## src/rtl/elevator_ctrl.sv

```systemverilog
// Single-car elevator controller: latches floor calls, sweeps in one direction
// while calls remain ahead, opens the door at called floors, and supports an emergency hold.
module elevator_ctrl #(
  parameter int NUM_FLOORS  = 4,
  parameter int MOVE_CYCLES = 4,
  parameter int DOOR_CYCLES = 3
) (
  input  logic                  clk,
  input  logic                  reset,
  input  logic [NUM_FLOORS-1:0] call_req,
  input  logic                  emerg_in,
  input  logic                  emerg_clr,
  output logic [3:0]            Disp_1,
  output logic [3:0]            Disp_2,
  output logic                  emerg_out,
  output logic                  door_open,
  output logic                  moving,
  output logic                  dir_up,
  output logic [NUM_FLOORS-1:0] pending
);

  localparam int MW = $clog2(MOVE_CYCLES + 1);
  localparam int DW = $clog2(DOOR_CYCLES + 1);

  typedef enum logic [1:0] {
    IDLE      = 2'd0,
    MOVING    = 2'd1,
    DOOR      = 2'd2,
    EMERGENCY = 2'd3
  } state_t;

  state_t                state_r, state_s;
  logic [MW-1:0]         move_cnt_r, move_cnt_s;
  logic [DW-1:0]         door_cnt_r, door_cnt_s;
  logic [NUM_FLOORS-1:0] pend_s;
  logic [3:0]            floor_s, target_s, step_floor_s;
  logic                  dir_s, at_limit_s;
  logic [4:0]            near_fwd_s, near_bwd_s;

  function automatic logic bit_at(input logic [NUM_FLOORS-1:0] vec, input logic [3:0] idx);
    logic b;
    b = 1'b0;
    for (int i = 0; i < NUM_FLOORS; i++) b = (idx == 4'(i)) ? vec[i] : b;
    return b;
  endfunction

  function automatic logic [NUM_FLOORS-1:0] onehot(input logic [3:0] idx);
    logic [NUM_FLOORS-1:0] v;
    for (int i = 0; i < NUM_FLOORS; i++) v[i] = (idx == 4'(i));
    return v;
  endfunction

  // True when any call lies strictly beyond idx in the given direction.
  function automatic logic any_ahead(input logic [NUM_FLOORS-1:0] vec, input logic [3:0] idx,
                                     input logic up);
    logic a;
    a = 1'b0;
    for (int i = 0; i < NUM_FLOORS; i++)
      a = a | (vec[i] & (up ? (4'(i) > idx) : (4'(i) < idx)));
    return a;
  endfunction

  // Nearest call at or beyond idx in the given direction; bit 4 flags a hit.
  function automatic logic [4:0] nearest(input logic [NUM_FLOORS-1:0] vec, input logic [3:0] idx,
                                         input logic up);
    logic [4:0] r;
    r = 5'd0;
    if (up) begin
      for (int i = NUM_FLOORS - 1; i >= 0; i--)
        r = (vec[i] && (4'(i) >= idx)) ? {1'b1, 4'(i)} : r;
    end else begin
      for (int i = 0; i < NUM_FLOORS; i++)
        r = (vec[i] && (4'(i) <= idx)) ? {1'b1, 4'(i)} : r;
    end
    return r;
  endfunction

  assign step_floor_s = dir_up ? (Disp_1 + 4'd1) : (Disp_1 - 4'd1);
  assign at_limit_s   = dir_up ? (Disp_1 == 4'(NUM_FLOORS - 1)) : (Disp_1 == 4'd0);

  // Next-state, call latching and target selection.
  always_comb begin
    state_s    = state_r;
    pend_s     = pending;
    floor_s    = Disp_1;
    dir_s      = dir_up;
    move_cnt_s = move_cnt_r;
    door_cnt_s = door_cnt_r;
    target_s   = Disp_1;
    if (emerg_in) begin
      state_s    = EMERGENCY;
      pend_s     = '0;
      move_cnt_s = '0;
      door_cnt_s = '0;
    end else begin
      case (state_r)
        IDLE: begin
          pend_s = pending | call_req;
          if (bit_at(pending, Disp_1)) begin
            state_s    = DOOR;
            pend_s     = (pending | call_req) & ~onehot(Disp_1);
            door_cnt_s = '0;
          end else if (any_ahead(pending, Disp_1, dir_up)) begin
            state_s    = MOVING;
            move_cnt_s = '0;
          end else if (any_ahead(pending, Disp_1, !dir_up)) begin
            state_s    = MOVING;
            dir_s      = !dir_up;
            move_cnt_s = '0;
          end else begin
            state_s = IDLE;
          end
        end
        MOVING: begin
          pend_s = pending | call_req;
          if (move_cnt_r != MW'(MOVE_CYCLES - 1)) begin
            move_cnt_s = move_cnt_r + MW'(1);
          end else if (at_limit_s) begin
            state_s    = IDLE;
            move_cnt_s = '0;
          end else begin
            move_cnt_s = '0;
            floor_s    = step_floor_s;
            if (bit_at(pending, step_floor_s)) begin
              state_s    = DOOR;
              pend_s     = (pending | call_req) & ~onehot(step_floor_s);
              door_cnt_s = '0;
            end else if (any_ahead(pending, step_floor_s, dir_up)) begin
              state_s = MOVING;
            end else begin
              state_s = IDLE;
            end
          end
        end
        DOOR: begin
          // A call at the open floor holds the door instead of latching.
          pend_s = pending | (call_req & ~onehot(Disp_1));
          if (bit_at(call_req, Disp_1)) begin
            door_cnt_s = '0;
          end else if (door_cnt_r == DW'(DOOR_CYCLES - 1)) begin
            state_s    = IDLE;
            door_cnt_s = '0;
          end else begin
            door_cnt_s = door_cnt_r + DW'(1);
          end
        end
        EMERGENCY: begin
          pend_s = '0;
          if (emerg_clr) state_s = IDLE;
          else           state_s = EMERGENCY;
        end
        default: begin
          state_s    = IDLE;
          pend_s     = '0;
          move_cnt_s = '0;
          door_cnt_s = '0;
        end
      endcase
    end
    near_fwd_s = nearest(pend_s, floor_s, dir_s);
    near_bwd_s = nearest(pend_s, floor_s, !dir_s);
    if (near_fwd_s[4])      target_s = near_fwd_s[3:0];
    else if (near_bwd_s[4]) target_s = near_bwd_s[3:0];
    else                    target_s = floor_s;
  end

  // State, counters and registered outputs.
  always_ff @(posedge clk) begin
    if (!reset) begin
      state_r    <= IDLE;
      move_cnt_r <= '0;
      door_cnt_r <= '0;
      Disp_1     <= 4'd0;
      Disp_2     <= 4'd0;
      dir_up     <= 1'b1;
      pending    <= '0;
      emerg_out  <= 1'b0;
      door_open  <= 1'b0;
      moving     <= 1'b0;
    end else begin
      state_r    <= state_s;
      move_cnt_r <= move_cnt_s;
      door_cnt_r <= door_cnt_s;
      Disp_1     <= floor_s;
      Disp_2     <= target_s;
      dir_up     <= dir_s;
      pending    <= pend_s;
      emerg_out  <= (state_s == EMERGENCY);
      door_open  <= (state_s == DOOR);
      moving     <= (state_s == MOVING);
    end
  end

endmodule

```

## config.mk

```make
export PLATFORM = sky130hd
export DESIGN_NAME = elevator_ctrl
export DESIGN_NICKNAME = d
export VERILOG_FILES = /design/src/rtl/elevator_ctrl.sv
export SDC_FILE = /design/constraint.sdc
export NUM_CORES = 1
export LEC_CHECK = 0
export ABC_AREA = 0
export CAP_MARGIN = 20
export CORE_ASPECT_RATIO = 1.25
export CORE_MARGIN = 5
export CORE_UTILIZATION = 57
export CTS_BUF_LIST = sky130_fd_sc_hd__clkbuf_2
export DETAILED_ROUTE_END_ITERATION = 8
export PLACE_DENSITY = 0.82
export SLEW_MARGIN = 25
export SYNTH_ARGS = -nofsm -noshare
export SYNTH_HDL_FRONTEND = slang
export SYNTH_SLANG_ARGS = --single-unit
```

## constraint.sdc

```tcl
create_clock -name clk -period 3.2 [get_ports clk]
set_input_delay 0.64 -clock clk [delete_from_list [all_inputs] [get_ports clk]]
set_output_delay 0.64 -clock clk [all_outputs]
set_load 0.05 [all_outputs]
```

==> results of run 1 <==
-- metal layers --
metal	track usage [%]	vias to the layer above	wire, um
met5	0	-	0
met4	13.3	0	192
met3	6.73	19	295
met2	41.3	59	2450
met1	28.7	860	1920
li1	-	896	-
-- area by class of cell --
cell class              count  area [um^2]
multi-input cells         186         1250
clock buffers               3         15.0
fillers                   277          878
well taps                  36         45.0
inverters                  14         52.6
flip-flops and latches     23          462
repair buffers             31          290
clock inverters             1         5.00
-- critical path, cell delays in order, from the launching register on --
cell,delay (ns)
dfxtp_1,0.48
buf_4,0.20
ha_1,0.32
mux2i_1,0.17
xnor2_1,0.46
a21oi_4,0.12
a311oi_2,0.42
o21ai_1,0.21
and3_1,0.21
a221oi_1,0.27
-- worst paths after layout --
path                         startpoint                          to  slack (ns)  cells past startpoint
max reg2reg        Disp_1[0]$_SDFF_PN0_        Disp_2[1]$_SDFF_PN0_        0.23                      9
max                Disp_1[0]$_SDFF_PN0_        Disp_2[1]$_SDFF_PN0_        0.23                      9
min reg2reg  move_cnt_r[1]$_SDFFE_PP0P_  move_cnt_r[1]$_SDFFE_PP0P_        0.49                      2
min          move_cnt_r[1]$_SDFFE_PP0P_  move_cnt_r[1]$_SDFFE_PP0P_        0.49                      2
-- stage by stage --
step | area, um^2 | instances | hold WS, ns | setup WS, ns | utilization (%)
6_report | 2120 | 294 | 0.491 | 0.230 | 70.7
5_1_grt | 2120 | 294 | 0.509 | 0.0161 | 70.7
3_3_place_gp | 2090 | 290 | 0.460 | 0.306 | 69.8
2_1_floorplan | 1810 | 233 | 0.452 | 0.0433 | -
4_1_cts | 2110 | 294 | 0.493 | 0.156 | 70.4
3_5_place_dp | 2090 | 290 | 0.468 | 0.259 | 69.8
-- cells in the final DEF, fill, tap and decap left out, types with 6 or more instances in the layout --
| cell | n |
|---|---|
| o21ai_0 | 15 |
| dfxtp_1 | 22 |
| a21oi_1 | 10 |
| inv_1 | 14 |
| nor2_1 | 25 |
| a31oi_1 | 6 |
| clkdlybuf4s50_1 | 23 |
| nand2_1 | 21 |
| ha_1 | 6 |
| buf_4 | 8 |
| nand3_1 | 10 |
-- power groups by stage --
stage	sequential (mW)	combinational, mW	clock (mW)
2_1_floorplan	0.338	0.0829	0
3_3_place_gp	0.317	0.154	0
3_5_place_dp	0.318	0.156	0
4_1_cts	0.312	0.157	0.131
5_1_grt	0.315	0.172	0.144
6_report	0.312	0.157	0.133
-- cell families (layout without fill, tap and decap cells) --
group	count (synthesis)	in the layout	synth area share, %
buffers and inverters	24	49	5.54
adders and majority gates	6	6	4.16
xor gates and xnor gates	5	5	2.43
DFF	23	23	25.5
and+or+nand+nor	94	94	26.5
AOI/OAI and AO/OA	72	72	30.0
muxes	9	9	5.89
-- sequential cells by signal, summed over array words and instances (netlist names) --
name        cells
door_open       1
move_cnt_r      3
moving          1
Disp_2          4
pending         4
emerg_out       1
Disp_1          4
door_cnt_r      2
dir_up          1
state_r         2
-- what timing repair did --
item	4_1_cts	5_1_grt
gates resized for setup	0	3
endpoints found under the setup margin	0	5
endpoints found under the hold margin	0	0
setup buffers	0	0
==> qor.yml, run 1 <==
sta:
  fin_crit_sh_pct: 92.8
  fin_setup_tns_ns: 0
  rsz0062_at_grt: "false"
  relSlewSlack_pct: 65.4
  clock_skew_ns: 0.0283
  fmax_ghz: 0.337
  period_needed_ns: 2.97
  hold_viol: 0
  drv_slew: 0
  worstMarginPinSlew_ns: 0.517
  finalSetupViolations: 0
clock_tree:
  cts_tree: "built"
  h-tree-depth: 1
  cts_hold_buf: 0
  ctsLongestPathBuffers: 2
  clk_latency_ns: 0.39
  cts_buffers: 3
  cts.sinks: 23
  cts_root_buf: "clkbuf_2"
  clkTransAtPathRegs_ns: 0.26
worst_hold_path:
  hold_path.class: "reg2reg"
power:
  comb_power_share_pct: 26.1
  p_sw_mw: 0.211
  p_clk_share_pct: 22.0
  internal-power_mw: 0.392
  finalPower_mw: 0.602
  vdd_drop_max_mv: 0.234
  p_leak_nw: 0.847
  p_seq_share_pct: 51.9
  switching_share_pct: 35.0
  power-per-cell-area_nw_per_um2: 284
floorplanning:
  die_h_um: 72.9
  start_util_pct: 60.2
  die_area_um2: 4400
  die_w_um: 60.3
  coreArea_um2: 3000
  num_rows: 22
  ios: 24
placed_design:
  port-buffer-count: 23
  gp_congestion: 0.967
  dp_hpwl_um: 3780
global_route:
  grt_pass1_wl_um: 8290
  grt_pass1_vias: 1773
  antenna_found_initial: 0
  grt_max_degree: 18
  grtUsageTotal_pct: 25.0
  grt-ovfl-total: 0
setup_path:
  end_kind: "flop"
  start_kind: "flop"
  worstPathRequired_ns: 3.49
  crit_type: "reg2reg"
  cp.arrival_ns: 3.26
  crit_path_max_fanout: 10
logic_synthesis:
  ys_seq_elements: 23
  yosysMostFrequentCell: "nor2_1"
  async_reset_ff_share_pct: 0
  synth_area_per_cell_um2: 7.75
  synth.distinct_cells: 58
  synth_flop_cell: "dfxtp_1"
  ys_seq_area_share_pct: 25.5
  yosys_warnings: 0
  synth_area_um2: 1810
  synth_area_leaders: "dfxtp_1 (26%), nor2_1 (5.2%), o21ai_0 (4.4%)"
  synth_commonest_cells: "nor2_1 (25), dfxtp_1 (23), nand2_1 (21)"
  netlist_instances: 233
  synth.top_cell.area_share_pct: 25.5
  yosys.area.top_type: "dfxtp_1"
  syn_nets: 247
  synth_edf_count: 0
routing:
  drc: 0
  num_vias: 1834
  avgViaCountPerCell: 6.24
  drt_wl_total_um: 4860
  wl_per_cell_um: 16.5
  antenna_left: 0
  dr.pass1.iters: 4
  drtIter0Drc: 109
finish:
  layout-drive-gt1-share_pct: 12.0
  nets: 273
  diodes: 0
  syn_to_final_growth_pct: 17.5
outcome:
  status: "finished clean"
flow_run:
  max_cap_viol_count: 0
(Power assumes the default switching activity.)
==> run 2, diff against run 1 <==
--- a/config.mk
+++ b/config.mk
@@ -8,7 +8,6 @@
 export ABC_AREA = 0
 export CAP_MARGIN = 20
 export CORE_ASPECT_RATIO = 1.25
-export CORE_MARGIN = 5
 export CORE_UTILIZATION = 57
 export CTS_BUF_LIST = sky130_fd_sc_hd__clkbuf_2
 export DETAILED_ROUTE_END_ITERATION = 8
==> run 2 against run 1 <==
Flip-flop and latch count unchanged. Die area fell by 23%. Clock-buffer cell count is the same. Wire length down 8.2%. Critical path depth stayed put. Clock skew fell by 0.019 ns. Power shrank 1.8%. Via count rose by 0.71%. Maximum frequency is essentially flat. Largest power group unchanged.
==> qor.yml, run 2 (synthesized netlist as in run 1, its figures left out) <==
outcome:
  status: "finished clean"
routing:
  antenna_left: 0  # unchanged
  avgViaCountPerCell: 6.33  # +1.4%
  drt_wl_total_um: 4460  # -8.2%
  drc: 0  # unchanged
  drtIter0Drc: 61  # -44%
  dr.pass1.iters: 7  # +3
  wl_per_cell_um: 15.3  # -7.5%
  num_vias: 1847  # +0.71%
power:
  switching_share_pct: 34.1  # -0.88 points
  finalPower_mw: 0.592  # -1.8%
  p_clk_share_pct: 21.3  # -0.7 points
  p_sw_mw: 0.202  # -4.3%
  vdd_drop_max_mv: 0.219  # -6.7%
  power-per-cell-area_nw_per_um2: 281  # -1.1%
  comb_power_share_pct: 25.9  # -0.2 points
  p_leak_nw: 0.838  # -1.1%
  internal-power_mw: 0.390  # -0.45%
  p_seq_share_pct: 52.8  # +0.9 points
setup_path:
  cp.arrival_ns: 3.25  # about the same
  start_kind: "flop"
  crit_type: "reg2reg"
  worstPathRequired_ns: 3.48  # about the same
  end_kind: "flop"
  crit_path_max_fanout: 7  # -3
global_route:
  grt_max_degree: 18  # unchanged
  grt_pass1_vias: 1642  # -7.4%
  grt_pass1_wl_um: 7480  # -9.7%
  grtUsageTotal_pct: 29.0  # +4.0 points
  grt-ovfl-total: 0  # unchanged
  antenna_found_initial: 0  # unchanged
sta:
  setup_slack_ns: 0.229  # -0.00132 ns
  drv_slew: 0  # unchanged
  worstMarginPinSlew_ns: 0.523  # +0.00638 ns
  rsz0062_at_grt: "false"
  clock_skew_ns: 0.00969  # -0.0186 ns
  fmax_ghz: 0.337  # about the same
  hold_viol: 0  # unchanged
  period_needed_ns: 2.97  # +0.00132 ns
  fin_setup_tns_ns: 0  # unchanged
  fin_crit_sh_pct: 92.9  # about the same
  relSlewSlack_pct: 64.8  # -0.64 points
  finalSetupViolations: 0  # unchanged
placed_design:
  gp_congestion: 0.938  # -3.0%
  pre_cts_slack_ns: 0.235  # -0.0236 ns
  postPlaceCellArea_um2: 2080  # -0.72%
  port-buffer-count: 23  # unchanged
  dp_hpwl_um: 3480  # -8.0%
finish:
  layout-drive-gt1-share_pct: 10.9  # -1.1 points
  nets: 271  # -0.73%
  diodes: 0  # unchanged
  final_cell_mix: "nor2_1 (25), dfxtp_1 (23), clkdlybuf4s50_1 (23)"
  syn_to_final_growth_pct: 16.7
  layout_commonest_cell: "nor2_1"
  design_area_um2: 2110  # -0.71%
  reg.largest.list: "Disp_1: 4 flops, Disp_2: 4 flops, pending: 4 flops"
  final_core_util_pct: 70.9  # +0.15 points
floorplanning:
  ios: 24  # unchanged
  coreArea_um2: 2970  # -0.92%
  num_rows: 22  # unchanged
  die_h_um: 64.9  # -11%
  die_area_um2: 3400  # -23%
  start_util_pct: 60.7  # +0.56 points
  die_w_um: 52.3  # -13%
clock_tree:
  cts_tree: "built"
  ctsLongestPathBuffers: 2  # unchanged
  clk_latency_ns: 0.35  # -0.04 ns
  cts_root_buf: "clkbuf_2"
  h-tree-depth: 1  # unchanged
  cts_hold_buf: 0  # unchanged
  cts-resized-gates: 0  # unchanged
  cts_buffers: 3  # unchanged
  cts.sinks: 23  # unchanged
  clkTransAtPathRegs_ns: 0.25  # about the same
  post-cts-setup-buffer-count: 0  # unchanged
flow_run:
  max_cap_viol_count: 0  # unchanged
worst_hold_path:
  hold_path.class: "reg2reg"
run 2: changes by cell type in the layout (fill, tap and decap cells not counted), sizes merged:
cell  delta
buf      -2
run 2: power groups by stage:
| stage | registers (mW) | clock network [mW] | logic (mW) |
|---|---|---|---|
| after global placement | 0.317 | 0 | 0.151 |
| after CTS | 0.312 | 0.128 | 0.153 |
| after detailed placement | 0.317 | 0 | 0.152 |
| after global routing | 0.314 | 0.137 | 0.167 |
| final | 0.312 | 0.126 | 0.153 |
| after floorplan | 0.338 | 0 | 0.0829 |
run 2: area by class of cell:
class / instances / area, um^2
fill: 258 / 866
multi-input combinational: 186 / 1250
tap: 36 / 45.0
inverter: 14 / 52.6
clock buffer: 3 / 15.0
timing repair buffer: 29 / 275
sequential: 23 / 460
clock inverter: 1 / 5.00
run 2: worst paths after layout:
kind | end | depth (start not counted) | slack (ns) | startpoint
worst min-delay path | move_cnt_r[1]$_SDFFE_PP0P_ | 2 | 0.50 | move_cnt_r[1]$_SDFFE_PP0P_
worst max register to register | Disp_2[1]$_SDFF_PN0_ | 9 | 0.23 | Disp_1[1]$_SDFF_PN0_
worst max-delay path | Disp_2[1]$_SDFF_PN0_ | 9 | 0.23 | Disp_1[1]$_SDFF_PN0_
worst min register to register | move_cnt_r[1]$_SDFFE_PP0P_ | 2 | 0.50 | move_cnt_r[1]$_SDFFE_PP0P_
run 2: per-stage QoR:
| stage | instances | hold slack, ns |
|---|---|---|
| global placement | 288 | 0.459 |
| global route | 292 | 0.509 |
| detailed placement | 288 | 0.469 |
| finish | 292 | 0.497 |
| CTS | 292 | 0.497 |
| floorplan | 233 | 0.452 |
run 2: layer usage:
layer	vias to the layer above	share of wire, %	GRT usage [%]
met5	-	0	0
met4	0	2.2	10.9
met3	10	7.1	2.11
met2	81	51	48.7
met1	855	40	37.8
li1	901	-	-
run 2: critical path: stages, from the launching register on:
cell	delay (ns)
dfxtp_1	0.53
inv_1	0.16
ha_1	0.38
xnor2_2	0.21
and2_1	0.22
and3_1	0.20
a311oi_2	0.44
o21ai_0	0.27
and3_1	0.23
a221oi_1	0.25
